### config.mk
export PLATFORM = sky130hd
export DESIGN_NAME = spi_frame_slave_flat
export DESIGN_NICKNAME = d
export VERILOG_FILES = /design/src/rtl/spi_frame_slave_pkg.sv /design/src/rtl/spi_frame_slave_if.sv /design/src/rtl/spi_frame_slave_sync.sv /design/src/rtl/spi_frame_slave.sv /design/src/flat_wrapper.sv
export SDC_FILE = /design/constraint.sdc
export NUM_CORES = 1
export LEC_CHECK = 0
export BUFFER_PORTS_ARGS = -buffer_cell sky130_fd_sc_hd__buf_4
export CORE_MARGIN = 4
export CORE_UTILIZATION = 51
export CTS_CLUSTER_SIZE = 8
export DETAILED_ROUTE_END_ITERATION = 7
export GPL_ROUTABILITY_DRIVEN = 0
export PLACE_DENSITY = 0.77
export SLEW_MARGIN = 15
export SYNTH_ARGS = -nofsm -noshare
export SYNTH_HDL_FRONTEND = slang
export SYNTH_SLANG_ARGS = --single-unit
### constraint.sdc
create_clock -name sysclk -period 2.15 [get_ports sysclk]
set_input_delay 0.215 -clock sysclk [delete_from_list [all_inputs] [get_ports sysclk]]
set_output_delay 0.215 -clock sysclk [all_outputs]
set_load 0.01 [all_outputs]
### src/rtl/spi_frame_slave_pkg.sv
// Shared constants and FSM state type for the SPI frame slave.
// Latency: n/a (declarations only).
// Backpressure: n/a.
package spi_frame_slave_pkg;

    // Reset / idle values of the frame outputs
    localparam logic [7:0] CMD_NOP      = 8'h00;
    localparam logic [7:0] ADDR_NONE    = 8'h00;
    localparam logic [7:0] PAYLOAD_NONE = 8'h00;

    // Chip select level meaning "selected"
    localparam logic       CS_ASSERT    = 1'b0;

    // Command codes
    localparam logic [7:0] CMD_WRITE    = 8'h01;
    localparam logic [7:0] CMD_READ     = 8'h02;

    // Frame FSM states, explicitly encoded
    typedef enum logic [2:0] {
        ST_IDLE  = 3'd0,
        ST_CMD   = 3'd1,
        ST_ADDR  = 3'd2,
        ST_DATA  = 3'd3,
        ST_DONE  = 3'd4,
        ST_DRAIN = 3'd5
    } state_t;

endpackage

### src/rtl/spi_frame_slave_if.sv
// SPI pin bundle between an external master and the frame slave.
// Latency: n/a (wires only).
// Backpressure: none; SPI has no flow control, the master owns the clock.
// Ports: sclk, cs_n, mosi driven by the master; miso, miso_oe driven by the slave.
interface spi_frame_slave_if;
    logic sclk;
    logic cs_n;
    logic mosi;
    logic miso;
    logic miso_oe;

    modport master (output sclk, output cs_n, output mosi, input miso, input miso_oe);
    modport slave  (input sclk, input cs_n, input mosi, output miso, output miso_oe);
endinterface

### src/rtl/spi_frame_slave_sync.sv
// Synchronises sclk/cs_n/mosi into sysclk and derives mode-aware sample/shift and cs edges.
// Latency: SYNC_STAGES flops to the synced level, edge strobes valid in the following cycle.
// Backpressure: none; strobes are single-cycle and must be consumed when asserted.
// Ports: sysclk, rst_n, raw sclk/cs_n/mosi in; cs_n_sync, mosi_sync, sample_edge,
//        shift_edge, cs_fall, cs_rise out.
module spi_sync_edge #(
    parameter int SYNC_STAGES = 2,
    parameter bit CPOL        = 1'b0,
    parameter bit CPHA        = 1'b0
) (
    input  logic sysclk,
    input  logic rst_n,
    input  logic sclk,
    input  logic cs_n,
    input  logic mosi,
    output logic cs_n_sync,
    output logic mosi_sync,
    output logic sample_edge,
    output logic shift_edge,
    output logic cs_fall,
    output logic cs_rise
);

    logic [SYNC_STAGES-1:0] sclk_sr;
    logic [SYNC_STAGES-1:0] cs_sr;
    logic [SYNC_STAGES-1:0] mosi_sr;
    logic                   sclk_prev;
    logic                   cs_prev;
    // Edges are suppressed until the chains and the prev flops hold genuine pin
    // samples; otherwise a cs_n held low through reset would look like a fresh fall.
    logic [SYNC_STAGES:0]   live_sr;

    always_ff @(posedge sysclk or negedge rst_n) begin
        if (!rst_n) begin
            sclk_sr   <= {SYNC_STAGES{CPOL}};
            cs_sr     <= '1;
            mosi_sr   <= '0;
            sclk_prev <= CPOL;
            cs_prev   <= 1'b1;
            live_sr   <= '0;
        end else begin
            sclk_sr   <= {sclk_sr[SYNC_STAGES-2:0], sclk};
            cs_sr     <= {cs_sr[SYNC_STAGES-2:0], cs_n};
            mosi_sr   <= {mosi_sr[SYNC_STAGES-2:0], mosi};
            sclk_prev <= sclk_sr[SYNC_STAGES-1];
            cs_prev   <= cs_sr[SYNC_STAGES-1];
            live_sr   <= {live_sr[SYNC_STAGES-1:0], 1'b1};
        end
    end

    logic live;
    logic sclk_now_n;   // sclk with CPOL folded out: 1 = away from idle
    logic sclk_prev_n;
    logic leading;
    logic trailing;

    assign live        = live_sr[SYNC_STAGES];
    assign cs_n_sync   = cs_sr[SYNC_STAGES-1];
    assign mosi_sync   = mosi_sr[SYNC_STAGES-1];
    assign sclk_now_n  = sclk_sr[SYNC_STAGES-1] ^ CPOL;
    assign sclk_prev_n = sclk_prev ^ CPOL;
    assign leading     = live &  sclk_now_n & ~sclk_prev_n;
    assign trailing    = live & ~sclk_now_n &  sclk_prev_n;
    assign sample_edge = CPHA ? trailing : leading;
    assign shift_edge  = CPHA ? leading  : trailing;
    assign cs_fall     = live &  cs_prev & ~cs_n_sync;
    assign cs_rise     = live & ~cs_prev &  cs_n_sync;

endmodule

### src/rtl/spi_frame_slave.sv
// SPI slave decoding cmd/addr/payload frames; write frames pulse out, read frames fetch and shift data.
// Latency: pin edge to action SYNC_STAGES+1 sysclk; o_rx_dv SYNC_STAGES+2 after last sample edge.
// Backpressure: none; o_rx_dv/o_rd_req are one-cycle pulses, i_rd_data is taken 1 cycle after o_rd_req.
// Ports: sysclk, rst_n; spi (slave modport: sclk, cs_n, mosi, miso, miso_oe);
//        o_cmd/o_addr/o_payload/o_rx_dv write result; o_rd_req/o_rd_addr/i_rd_data read port;
//        o_frame_err abort pulse.
module spi_frame_slave
    import spi_frame_slave_pkg::*;
#(
    parameter int CMD_BITS     = 8,
    parameter int ADDR_BITS    = 8,
    parameter int PAYLOAD_BITS = 8,
    parameter bit CPOL         = 1'b0,
    parameter bit CPHA         = 1'b0,
    parameter int SYNC_STAGES  = 2
) (
    input  logic                    sysclk,
    input  logic                    rst_n,
    spi_frame_slave_if.slave        spi,
    output logic [CMD_BITS-1:0]     o_cmd,
    output logic [ADDR_BITS-1:0]    o_addr,
    output logic [PAYLOAD_BITS-1:0] o_payload,
    output logic                    o_rx_dv,
    output logic                    o_rd_req,
    output logic [ADDR_BITS-1:0]    o_rd_addr,
    input  logic [PAYLOAD_BITS-1:0] i_rd_data,
    output logic                    o_frame_err
);

    localparam int MAXB_CA = (CMD_BITS > ADDR_BITS) ? CMD_BITS : ADDR_BITS;
    localparam int MAXB    = (MAXB_CA > PAYLOAD_BITS) ? MAXB_CA : PAYLOAD_BITS;
    localparam int CNT_W   = $clog2(MAXB + 1);

    localparam logic [CMD_BITS-1:0]     CMD_READ_W  = CMD_BITS'(CMD_READ);
    localparam logic [CMD_BITS-1:0]     CMD_WRITE_W = CMD_BITS'(CMD_WRITE);
    localparam logic [CNT_W-1:0]        CMD_LAST    = CNT_W'(CMD_BITS);
    localparam logic [CNT_W-1:0]        ADDR_LAST   = CNT_W'(ADDR_BITS);
    localparam logic [CNT_W-1:0]        DATA_LAST   = CNT_W'(PAYLOAD_BITS);

    logic cs_n_sync, mosi_sync, sample_edge, shift_edge, cs_fall, cs_rise;

    spi_sync_edge #(
        .SYNC_STAGES (SYNC_STAGES),
        .CPOL        (CPOL),
        .CPHA        (CPHA)
    ) u_sync (
        .sysclk      (sysclk),
        .rst_n       (rst_n),
        .sclk        (spi.sclk),
        .cs_n        (spi.cs_n),
        .mosi        (spi.mosi),
        .cs_n_sync   (cs_n_sync),
        .mosi_sync   (mosi_sync),
        .sample_edge (sample_edge),
        .shift_edge  (shift_edge),
        .cs_fall     (cs_fall),
        .cs_rise     (cs_rise)
    );

    state_t                  state_q, state_d;
    logic [CNT_W-1:0]        cnt_q, cnt_d, cnt_inc;
    logic [MAXB-2:0]         rx_q, rx_d;
    logic [MAXB-1:0]         rx_shift;
    logic [PAYLOAD_BITS-1:0] tx_q, tx_d;
    logic [CMD_BITS-1:0]     cmd_q, cmd_d;
    logic [ADDR_BITS-1:0]    addr_q, addr_d;
    logic [PAYLOAD_BITS-1:0] pay_q, pay_d;
    logic                    rd_pend_q;
    logic [CMD_BITS-1:0]     o_cmd_d;
    logic [ADDR_BITS-1:0]    o_addr_d, o_rd_addr_d;
    logic [PAYLOAD_BITS-1:0] o_payload_d;
    logic                    rx_dv_d, rd_req_d, frame_err_d;

    assign cnt_inc  = cnt_q + 1'b1;
    assign rx_shift = {rx_q, mosi_sync};

    always_ff @(posedge sysclk or negedge rst_n) begin
        if (!rst_n) begin
            state_q     <= ST_IDLE;
            cnt_q       <= '0;
            rx_q        <= '0;
            tx_q        <= '0;
            cmd_q       <= CMD_BITS'(CMD_NOP);
            addr_q      <= ADDR_BITS'(ADDR_NONE);
            pay_q       <= PAYLOAD_BITS'(PAYLOAD_NONE);
            rd_pend_q   <= 1'b0;
            o_cmd       <= CMD_BITS'(CMD_NOP);
            o_addr      <= ADDR_BITS'(ADDR_NONE);
            o_payload   <= PAYLOAD_BITS'(PAYLOAD_NONE);
            o_rx_dv     <= 1'b0;
            o_rd_req    <= 1'b0;
            o_rd_addr   <= ADDR_BITS'(ADDR_NONE);
            o_frame_err <= 1'b0;
        end else begin
            state_q     <= state_d;
            cnt_q       <= cnt_d;
            rx_q        <= rx_d;
            tx_q        <= tx_d;
            cmd_q       <= cmd_d;
            addr_q      <= addr_d;
            pay_q       <= pay_d;
            rd_pend_q   <= o_rd_req;
            o_cmd       <= o_cmd_d;
            o_addr      <= o_addr_d;
            o_payload   <= o_payload_d;
            o_rx_dv     <= rx_dv_d;
            o_rd_req    <= rd_req_d;
            o_rd_addr   <= o_rd_addr_d;
            o_frame_err <= frame_err_d;
        end
    end

    always_comb begin
        state_d     = state_q;
        cnt_d       = cnt_q;
        rx_d        = rx_q;
        tx_d        = tx_q;
        cmd_d       = cmd_q;
        addr_d      = addr_q;
        pay_d       = pay_q;
        o_cmd_d     = o_cmd;
        o_addr_d    = o_addr;
        o_payload_d = o_payload;
        o_rd_addr_d = o_rd_addr;
        rx_dv_d     = 1'b0;
        rd_req_d    = 1'b0;
        frame_err_d = 1'b0;

        // Read data arrives one cycle after the request; it lands long before
        // the next SCLK edge, so it never collides with a shift.
        if (rd_pend_q) begin
            tx_d = i_rd_data;
        end

        case (state_q)
            ST_IDLE: begin
                if (cs_fall) begin
                    state_d = ST_CMD;
                    cnt_d   = '0;
                    rx_d    = '0;
                    tx_d    = '0;
                end
            end
            ST_CMD, ST_ADDR, ST_DATA: begin
                // A cs_n rise beats a same-cycle sample edge: the bit is dropped.
                if (cs_rise) begin
                    state_d     = ST_IDLE;
                    cnt_d       = '0;
                    frame_err_d = 1'b1;
                end else if (sample_edge) begin
                    rx_d  = rx_shift[MAXB-2:0];
                    cnt_d = cnt_inc;
                    if (state_q == ST_CMD && cnt_inc == CMD_LAST) begin
                        cnt_d   = '0;
                        cmd_d   = rx_shift[CMD_BITS-1:0];
                        state_d = ST_ADDR;
                    end else if (state_q == ST_ADDR && cnt_inc == ADDR_LAST) begin
                        cnt_d   = '0;
                        addr_d  = rx_shift[ADDR_BITS-1:0];
                        state_d = ST_DATA;
                        if (cmd_q == CMD_READ_W) begin
                            rd_req_d    = 1'b1;
                            o_rd_addr_d = rx_shift[ADDR_BITS-1:0];
                        end
                    end else if (state_q == ST_DATA && cnt_inc == DATA_LAST) begin
                        cnt_d   = '0;
                        pay_d   = rx_shift[PAYLOAD_BITS-1:0];
                        state_d = ST_DONE;
                    end
                end else if (shift_edge && state_q == ST_DATA && cnt_q != '0) begin
                    // The first shift edge of DATA presents the MSB already
                    // loaded; only later shift edges advance to the next bit.
                    tx_d = {tx_q[PAYLOAD_BITS-2:0], 1'b0};
                end
            end
            ST_DONE: begin
                if (cmd_q == CMD_WRITE_W) begin
                    o_cmd_d     = cmd_q;
                    o_addr_d    = addr_q;
                    o_payload_d = pay_q;
                    rx_dv_d     = 1'b1;
                end
                state_d = ST_DRAIN;
            end
            ST_DRAIN: begin
                if (cs_n_sync != CS_ASSERT) begin
                    state_d = ST_IDLE;
                end
            end
            default: state_d = ST_IDLE;
        endcase
    end

    assign spi.miso    = tx_q[PAYLOAD_BITS-1];
    assign spi.miso_oe = (cs_n_sync == CS_ASSERT);

endmodule

### src/flat_wrapper.sv
// flat-port wrapper written by rule: the top's interface ports become plain ports
module spi_frame_slave_flat import spi_frame_slave_pkg::*;
#(
    parameter int CMD_BITS     = 8,
    parameter int ADDR_BITS    = 8,
    parameter int PAYLOAD_BITS = 8,
    parameter bit CPOL         = 1'b0,
    parameter bit CPHA         = 1'b0,
    parameter int SYNC_STAGES  = 2
)
  (sysclk, rst_n, o_cmd, o_addr, o_payload, o_rx_dv, o_rd_req, o_rd_addr, i_rd_data, o_frame_err, spi_sclk, spi_cs_n, spi_mosi, spi_miso, spi_miso_oe);
  spi_frame_slave_if spi_i ();
  input  logic sysclk;
  input  logic rst_n;
  output logic [CMD_BITS-1:0] o_cmd;
  output logic [ADDR_BITS-1:0] o_addr;
  output logic [PAYLOAD_BITS-1:0] o_payload;
  output logic o_rx_dv;
  output logic o_rd_req;
  output logic [ADDR_BITS-1:0] o_rd_addr;
  input  logic [PAYLOAD_BITS-1:0] i_rd_data;
  output logic o_frame_err;
  input wire logic [$bits(spi_i.sclk)-1:0] spi_sclk;
  input wire logic [$bits(spi_i.cs_n)-1:0] spi_cs_n;
  input wire logic [$bits(spi_i.mosi)-1:0] spi_mosi;
  output wire logic [$bits(spi_i.miso)-1:0] spi_miso;
  output wire logic [$bits(spi_i.miso_oe)-1:0] spi_miso_oe;
  assign spi_i.sclk = spi_sclk;
  assign spi_i.cs_n = spi_cs_n;
  assign spi_i.mosi = spi_mosi;
  assign spi_miso = spi_i.miso;
  assign spi_miso_oe = spi_i.miso_oe;
  spi_frame_slave #(.CMD_BITS(CMD_BITS), .ADDR_BITS(ADDR_BITS), .PAYLOAD_BITS(PAYLOAD_BITS), .CPOL(CPOL), .CPHA(CPHA), .SYNC_STAGES(SYNC_STAGES)) u_core (.sysclk(sysclk), .rst_n(rst_n), .spi(spi_i), .o_cmd(o_cmd), .o_addr(o_addr), .o_payload(o_payload), .o_rx_dv(o_rx_dv), .o_rd_req(o_rd_req), .o_rd_addr(o_rd_addr), .i_rd_data(i_rd_data), .o_frame_err(o_frame_err));
endmodule
==> results of run 1 <==
[routing by layer]
metal  track usage [%]  routed length, um  up-vias
li1                  -                  -     1136
met1             24.12               3292     1241
met2             26.02               3308       68
met3             4.087                311       13
met4             6.619                140        0
met5                 0                  0        -
[kinds of logic (layout without fill, tap and decap cells)]
kind of cell,count (synthesis),after routing,share of synthesized area [%]
mux,57,57,16.75
other cells,1,1,0.09941
simple gates,77,78,11.61
fa+ha+maj,2,2,0.6632
xor+xnor,1,1,0.2322
compound gates,36,36,6.866
flops,93,93,61.79
buf+inv,17,93,1.990
[Yosys cell counts, types with 3 or more instances]
cell	number
sky130_fd_sc_hd__dfstp_2	3
sky130_fd_sc_hd__mux2i_1	8
sky130_fd_sc_hd__mux2_2	49
sky130_fd_sc_hd__inv_1	7
sky130_fd_sc_hd__nand2_1	32
sky130_fd_sc_hd__nor2_1	7
sky130_fd_sc_hd__or2_2	4
sky130_fd_sc_hd__nand3b_1	3
sky130_fd_sc_hd__dfrtp_1	90
sky130_fd_sc_hd__nand2b_1	4
sky130_fd_sc_hd__nor3_1	4
sky130_fd_sc_hd__o21ai_0	20
sky130_fd_sc_hd__and2_1	7
sky130_fd_sc_hd__clkbuf_1	3
sky130_fd_sc_hd__buf_2	3
[layout by cell type (no fill, tap or decap), drive strengths merged, types with 2 or more instances in the layout]
cell,count
and2,8
buf,66
clkbuf,9
clkinv,2
dfrtp,90
dfstp,3
dlygate4sd3,4
ha,2
inv,11
mux2,49
mux2i,8
nand2,32
nand2b,4
nand3b,3
nand4b,2
nor2,10
nor3,5
nor3b,2
nor4,2
o211ai,2
o21ai,20
o22ai,3
or2,4
[final cells by class]
type                            count  share of cell area (%)
Clock inverter                      7                   1.623
Clock buffer                        9                   2.679
Tap cell                           99                   2.679
Inverter                            7                  0.5682
Sequential cell                    93                   50.43
Multi-Input combinational cell    175                   30.17
Timing Repair Buffer               70                   11.85
[path summary, 6_finish.rpt]
| check | slack (ns) | start | cells past startpoint | end |
|---|---|---|---|---|
| max in group asynchronous | 1.18 | rst_n | 3 | u_core.o_rx_dv |
| hold / removal | 0.14 | i_rd_data[0] | 3 | u_core.tx_q[0] |
| hold reg to reg | 0.35 | u_core.u_sync.sclk_sr[0] | 0 | u_core.u_sync.sclk_sr[1] |
| min in group asynchronous | 0.34 | rst_n | 2 | u_core.tx_q[1] |
| setup reg to reg | 0.05 | u_core.cnt_q[3] | 5 | u_core.pay_q[4] |
| setup / recovery | 0.05 | u_core.cnt_q[3] | 5 | u_core.pay_q[4] |
[sequential cells by signal, indices dropped and copies added (netlist names)]
signal and count:
u_core.rd_pend_q 1, u_core.o_rd_req 1, u_core.o_cmd 8, u_core.state_q 3, u_core.u_sync.cs_prev 1, u_core.o_addr 8
u_core.o_rd_addr 8, u_core.u_sync.mosi_sr 2, u_core.u_sync.sclk_sr 2, u_core.o_payload 8, u_core.rx_q 7, u_core.cnt_q 4
u_core.o_frame_err 1, u_core.pay_q 8, u_core.addr_q 8, u_core.tx_q 8, u_core.u_sync.cs_sr 2, u_core.cmd_q 8
u_core.o_rx_dv 1, u_core.u_sync.sclk_prev 1, u_core.u_sync.live_sr 3
[repair_timing]
item,CTS,global route
hold buffers,4,0
pin swaps,3,6
resized for setup,0,6
buffers inserted,1,5
endpoints found under the setup margin,24,25
endpoints found under the hold margin,28,0
gates cloned,0,1
[power breakdown]
part           switching, mW  total, mW  internal, mW
Sequential             0.129       2.03          1.90
Combinational          0.488      0.875         0.386
Clock                  0.655       1.12         0.460
[tightest hold or removal path, cell delays in order]
cell                      delay, ns
sky130_fd_sc_hd__buf_4         0.08
sky130_fd_sc_hd__mux2i_1       0.06
sky130_fd_sc_hd__nor2_1        0.10
==> Flow_metrics.wiki, run 1 <==
{| class="wikitable"
! Metric !! Value
|-
| Result of the run || completed
|-
| Post-synthesis net count || 299
|-
| Yosys warning count || 0
|-
| Global-route wire length before repair || 11700 um
|-
| Fraction of registers with async set or reset after synthesis || 100.0%
|-
| Largest clock skew in the final design || 0.01640 ns
|-
| Vias post-DR || 2458
|-
| Number of instances in the placed design || 433
|-
| Crit path cell chain || nand3b_1, a2111oi_4, o22ai_2, nor2_4, mux2_2
|-
| Arrival time of the worst setup path || 2.34 ns
|-
| Placeable core region || 0.007214 mm2
|-
| Post-synthesis to final-layout area growth || 22.59%
|-
| Routed WL per cell || 15.33 um
|-
| Combined area of the multi-input logic cells || 0.001395 mm2
|-
| Number of failing setup endpoints in the final timing report || 0
|-
| Register area share after synthesis || 61.79%
|-
| Post-synthesis cell area || 0.003772 mm2
|-
| Skew-Pair Late Insertion Delay || 0.36 ns
|-
| Min cycle time layout || 2.102 ns
|-
| Max-cap viol count || 0
|-
| Setup WS post-layout || 0.04827 ns
|-
| Critical Path Slowest Stage Cell || sky130_fd_sc_hd__a2111oi_4
|-
| Initial DRT Pass Iterations || 4
|-
| Path type of the worst setup path || flop to flop
|-
| Die height || 94.01 um
|-
| RSZ-0062 raised after global routing || yes
|-
| Required time at the endpoint of the critical path || 2.39 ns
|-
| Gate Count Post-Synth || 284
|-
| Class of the tightest hold or removal check || primary input to flop
|-
| Final standard cell utilization of the core || 64.10%
|-
| Remaining number of nets flagged by the antenna check after routing || 0
|-
| Vias per inst || 5.343
|-
| Post-layout total power || 4.020 mW
|-
| Leading post-synthesis cells by cell area || sky130_fd_sc_hd__dfrtp_1, sky130_fd_sc_hd__mux2_2, sky130_fd_sc_hd__nand2_1
|-
| Sinks on Clock Net || 93
|-
| Achievable frequency || 0.4758 GHz
|-
| Dominant synthesized flop cell || sky130_fd_sc_hd__dfrtp_1
|-
| CP delay by family, top || compound AO/OA/AOI/OAI gates
|-
| Synth cell types || 47
|-
| Non-filler cells in the finished layout || 460
|-
| Number of H-tree branching levels || 3
|-
| Number of I/O pins || 50
|-
| Total wire length || 7053 um
|-
| Number of global-route vias before repair || 2371
|-
| Number of antenna repair diodes || 0
|-
| Final cycle utilization of the critical path || 97.75%
|-
| Count of buffers from port buffering || 49
|-
| DRC Markers || 0
|-
| GR Overflow Total || 0
|-
| Average cell area after synthesis || 13.28 um2
|-
| Leakage || 2.256 nW
|-
| Root buffer cell || sky130_fd_sc_hd__clkbuf_8
|-
| Std-Cell Rows || 31
|-
| Fill count || 560
|-
| Number of buffers and inverters on the critical path || 0
|-
| Accumulated negative setup slack || 0 ns
|-
| Number of flops mapped to enable cells by yosys || 0
|-
| Cell taking the most area after synthesis || sky130_fd_sc_hd__dfrtp_1
|-
| Worst-path maximum fanout || 8
|-
| Area share of the largest cell type after synthesis || 59.70%
|-
| Maximum number of pins on one net before global-route repair || 66
|-
| GR Util All Layers || 17.20%
|-
| Initial cell density of the core || 52.29%
|-
| Total die area || 0.008837 mm2
|-
| Number of antenna violations at the first check in global routing || 0
|-
| Worst-case setup slack after placement || -0.09486 ns
|-
| Buffers from clock root to sink, at most || 2
|-
| Clock-pin transition on the worst setup and hold timing paths || 0.09 ns
|-
| Post-detailed-placement cell area || 0.004310 mm2
|-
| Endpoint type of the worst setup path || flop
|-
| Hold Slack || 0.1421 ns
|-
| Worst stage delay on the critical path || 0.51 ns
|-
| Register cell area after layout || 0.002332 mm2
|-
| Final Instance Area || 0.004624 mm2
|-
| Clock tree from TritonCTS || yes
|-
| Critical path launch point type || flop
|-
| Post-detailed-placement half-perimeter wirelength || 4956 um
|-
| Die width || 94.01 um
|-
| Synthesized flop and latch total || 93
|-
| Count of endpoints failing hold in the final timing report || 0
|-
| Final Max Slew Viols || 0
|-
| Share of post-route cells with drive strength above 1 || 44.04%
|-
| Total clock buffers created by CTS || 9
|-
| Total number of nets in the final design || 371
|-
| Power density over the cells || 869.2 mW/mm2
|-
| Number of violations reported at the end of detailed-routing iteration 0 || 194
|-
| Maximum vdd drop || 0.5576 mV
|}
Note: power is estimated with default switching activity, not from simulation.
==> run 2: changes to the inputs <==
--- a/config.mk
+++ b/config.mk
@@ -7,11 +7,12 @@
 export LEC_CHECK = 0
 export BUFFER_PORTS_ARGS = -buffer_cell sky130_fd_sc_hd__buf_4
 export CORE_MARGIN = 4
-export CORE_UTILIZATION = 51
+export CORE_UTILIZATION = 40
 export CTS_CLUSTER_SIZE = 8
 export DETAILED_ROUTE_END_ITERATION = 7
 export GPL_ROUTABILITY_DRIVEN = 0
-export PLACE_DENSITY = 0.77
+export GPL_TIMING_DRIVEN = 0
+export PLACE_DENSITY = 0.63
 export SLEW_MARGIN = 15
 export SYNTH_ARGS = -nofsm -noshare
 export SYNTH_HDL_FRONTEND = slang
==> run 2 against run 1 <==
Wire length shrank 1.8%. Register-to-register slack better by 0.02 ns. Critical path depth is 1 higher. Total power decreased by 1.5%. Combinational power fell by 6.9%. Cell area fell by 0.38%. Cell count is 2.0% higher.
==> Flow_metrics.wiki, run 2 (synthesis gave the netlist of run 1 again) <==
{| class="wikitable"
! Metric !! Value
|-
| Path type of the worst setup path || flop to flop (unchanged)
|-
| Power density over the cells || 859.5 mW/mm2 (was 869.2 mW/mm2)
|-
| Register-to-register path setup slack || 0.07 ns (was 0.05 ns)
|-
| Vias per inst || 5.026 (was 5.343)
|-
| WHS Path Cells || 3 (unchanged)
|-
| RSZ-0062 raised after global routing || yes (unchanged)
|-
| Share of power burned in combinational logic || 20.6% (was 21.8%)
|-
| GR Overflow Total || 0 (unchanged)
|-
| Accumulated negative setup slack || 0 ns (unchanged)
|-
| Final Max Slew Viols || 0 (unchanged)
|-
| Initial DRT Pass Iterations || 4 (unchanged)
|-
| Buffers from clock root to sink, at most || 2 (unchanged)
|-
| Placeable core region || 0.009196 mm2 (was 0.007214 mm2)
|-
| Clock tree from TritonCTS || yes (unchanged)
|-
| Largest clock skew in the final design || 0.01679 ns (was 0.01640 ns)
|-
| DRC Markers || 0 (unchanged)
|-
| Maximum number of pins on one net before global-route repair || 94 (was 66)
|-
| Switch Pwr || 1.243 mW (was 1.273 mW)
|-
| Clock Power Share || 28.1% (was 27.7%)
|-
| Remaining number of nets flagged by the antenna check after routing || 0 (unchanged)
|-
| Routed WL per cell || 14.76 um (was 15.33 um)
|-
| Post-synthesis to final-layout area growth || 22.12% (was 22.59%)
|-
| Sequential Power Share || 51.3% (was 50.5%)
|-
| Highest-count cells in the layout ignoring fill and taps || sky130_fd_sc_hd__dfrtp_1, sky130_fd_sc_hd__buf_4, sky130_fd_sc_hd__mux2_2 (unchanged)
|-
| Root buffer cell || sky130_fd_sc_hd__clkbuf_8 (unchanged)
|-
| Post-detailed-placement cell area || 0.004279 mm2 (was 0.004310 mm2)
|-
| Number of I/O pins || 50 (unchanged)
|-
| Post-detailed-placement half-perimeter wirelength || 4676 um (was 4956 um)
|-
| Max-cap viol count || 0 (unchanged)
|-
| Worst-case setup slack after placement || -0.1646 ns (was -0.09486 ns)
|-
| Arrival time of the worst setup path || 2.32 ns (was 2.34 ns)
|-
| Total die area || 0.01105 mm2 (was 0.008837 mm2)
|-
| Number of global-route vias before repair || 2405 (was 2371)
|-
| Count of endpoints failing hold in the final timing report || 0 (unchanged)
|-
| Endpoint type of the worst setup path || flop (unchanged)
|-
| Total clock buffers created by CTS || 9 (unchanged)
|-
| Number of instances in the placed design || 444 (was 433)
|-
| Die width || 105.1 um (was 94.01 um)
|-
| GR Util All Layers || 13.17% (was 17.20%)
|-
| Final Instance Area || 0.004607 mm2 (was 0.004624 mm2)
|-
| Die height || 105.1 um (was 94.01 um)
|-
| Min-delay src || i_rd_data[0] (unchanged)
|-
| Maximum vdd drop || 0.2997 mV (was 0.5576 mV)
|-
| Initial cell density of the core || 41.02% (was 52.29%)
|-
| Sinks on Clock Net || 93 (unchanged)
|-
| Total number of nets in the final design || 368 (was 371)
|-
| Min cycle time layout || 2.081 ns (was 2.102 ns)
|-
| Clock-pin transition on the worst setup and hold timing paths || 0.09 ns (about the same)
|-
| Relative slew margins || 46.29%
|-
| Depth of the worst register-to-register path || 6 (was 5)
|-
| Final cycle utilization of the critical path || 96.81% (was 97.75%)
|-
| Vias post-DR || 2357 (was 2458)
|-
| Critical path launch point type || flop (unchanged)
|-
| Class of the tightest hold or removal check || primary input to flop (unchanged)
|-
| Global-route wire length before repair || 11760 um (was 11700 um)
|-
| Achievable frequency || 0.4804 GHz (was 0.4758 GHz)
|-
| Worst-path maximum fanout || 5 (was 8)
|-
| Number of H-tree branching levels || 3 (unchanged)
|-
| Hold path endpoint || u_core.tx_q[0] (unchanged)
|-
| R2r endpoint || u_core.o_rd_addr[1] (was u_core.pay_q[4])
|-
| Leakage || 2.227 nW (was 2.256 nW)
|-
| Total wire length || 6924 um (was 7053 um)
|-
| Number of antenna violations at the first check in global routing || 0 (unchanged)
|-
| Required time at the endpoint of the critical path || 2.39 ns (about the same)
|-
| Count of buffers from port buffering || 49 (unchanged)
|-
| Number of failing setup endpoints in the final timing report || 0 (unchanged)
|-
| Non-filler cells in the finished layout || 469 (was 460)
|-
| Setup WS post-layout || 0.06859 ns (was 0.04827 ns)
|-
| Share of post-route cells with drive strength above 1 || 42.18% (was 44.04%)
|-
| Std-Cell Rows || 35 (was 31)
|-
| Number of violations reported at the end of detailed-routing iteration 0 || 60 (was 194)
|-
| Measured slew at the worst slew-check pin || 0.8056 ns
|-
| Start of the worst register-to-register path || u_core.cmd_q[5] (was u_core.cnt_q[3])
|-
| Hold Slack || 0.1103 ns (was 0.1421 ns)
|-
| Number of antenna repair diodes || 0 (unchanged)
|-
| Switching part of the total power || 31.40% (was 31.67%)
|-
| Skew-Pair Late Insertion Delay || 0.36 ns (about the same)
|-
| Result of the run || completed (unchanged)
|-
| Crit. Startpoint || u_core.cmd_q[5] (was u_core.cnt_q[3])
|-
| Internal power summed over all cells || 2.716 mW (was 2.747 mW)
|-
| Leading cell type in the layout, fill and taps excluded || sky130_fd_sc_hd__dfrtp_1 (unchanged)
|}
## run 2: worst max-delay path by stage
stage               cells past startpoint                  end  slack, ns
detailed placement                      6  u_core.o_rd_addr[3]      -0.16
CTS                                     7       u_core.tx_q[2]      0.006
finish                                  6  u_core.o_rd_addr[1]       0.07
global placement                        6  u_core.o_rd_addr[5]      -0.13
global route                            5      u_core.cmd_q[0]      -0.02
floorplan                               6      u_core.cmd_q[0]       0.15
## run 2: through the flow
stage	util, %	power, mW
after global routing	50.10	4.181
after global placement	46.53	2.778
after detailed placement	46.53	2.805
final	50.10	3.960
after floorplan	-	2.561
after CTS	49.46	3.964
## run 2: cell type report
class / instances / area (um2)
tap: 111 / 138.9
inverter: 7 / 26.28
fill: 840 / 4589
multi-input combinational: 174 / 1394
sequential: 93 / 2332
clock inverter: 6 / 58.81
buffer: 9 / 46.29
clock buffer: 10 / 137.6
timing repair buffer: 59 / 473.0
## run 2: metal layers
layer | global-route usage, % | vias up | wire [um]
met2 | 19.75 | 41 | 3192
met1 | 18.72 | 1182 | 3417
li1 | - | 1126 | -
met5 | 0 | - | 0
met4 | 5.904 | 0 | 85
met3 | 2.285 | 8 | 229
## run 2: repair_timing
action                                  4_1_cts  5_1_grt
setup buffers                                 4        2
endpoints found under the setup margin       34       60
pin swaps                                     4        6
gates resized for setup                       1       10
hold buffers                                  3        1
hold endpoints to repair                      3       16
## run 2: power groups by stage
stage / Sequential, mW / Combinational (mW) / Clock [mW]
CTS: 2.03 / 0.788 / 1.15
detailed placement: 2.06 / 0.744 / 0
finish: 2.03 / 0.815 / 1.11
floorplan: 2.03 / 0.535 / 0
global route: 2.06 / 0.909 / 1.21
global placement: 2.05 / 0.723 / 0
## run 2: critical path, cell delays in order (launching register included)
cell	delay [ns]
sky130_fd_sc_hd__dfrtp_1	0.38
sky130_fd_sc_hd__or4_4	0.55
sky130_fd_sc_hd__nor3_4	0.25
sky130_fd_sc_hd__nand4b_1	0.18
sky130_fd_sc_hd__nor2_4	0.13
sky130_fd_sc_hd__buf_4	0.16
sky130_fd_sc_hd__mux2_2	0.33
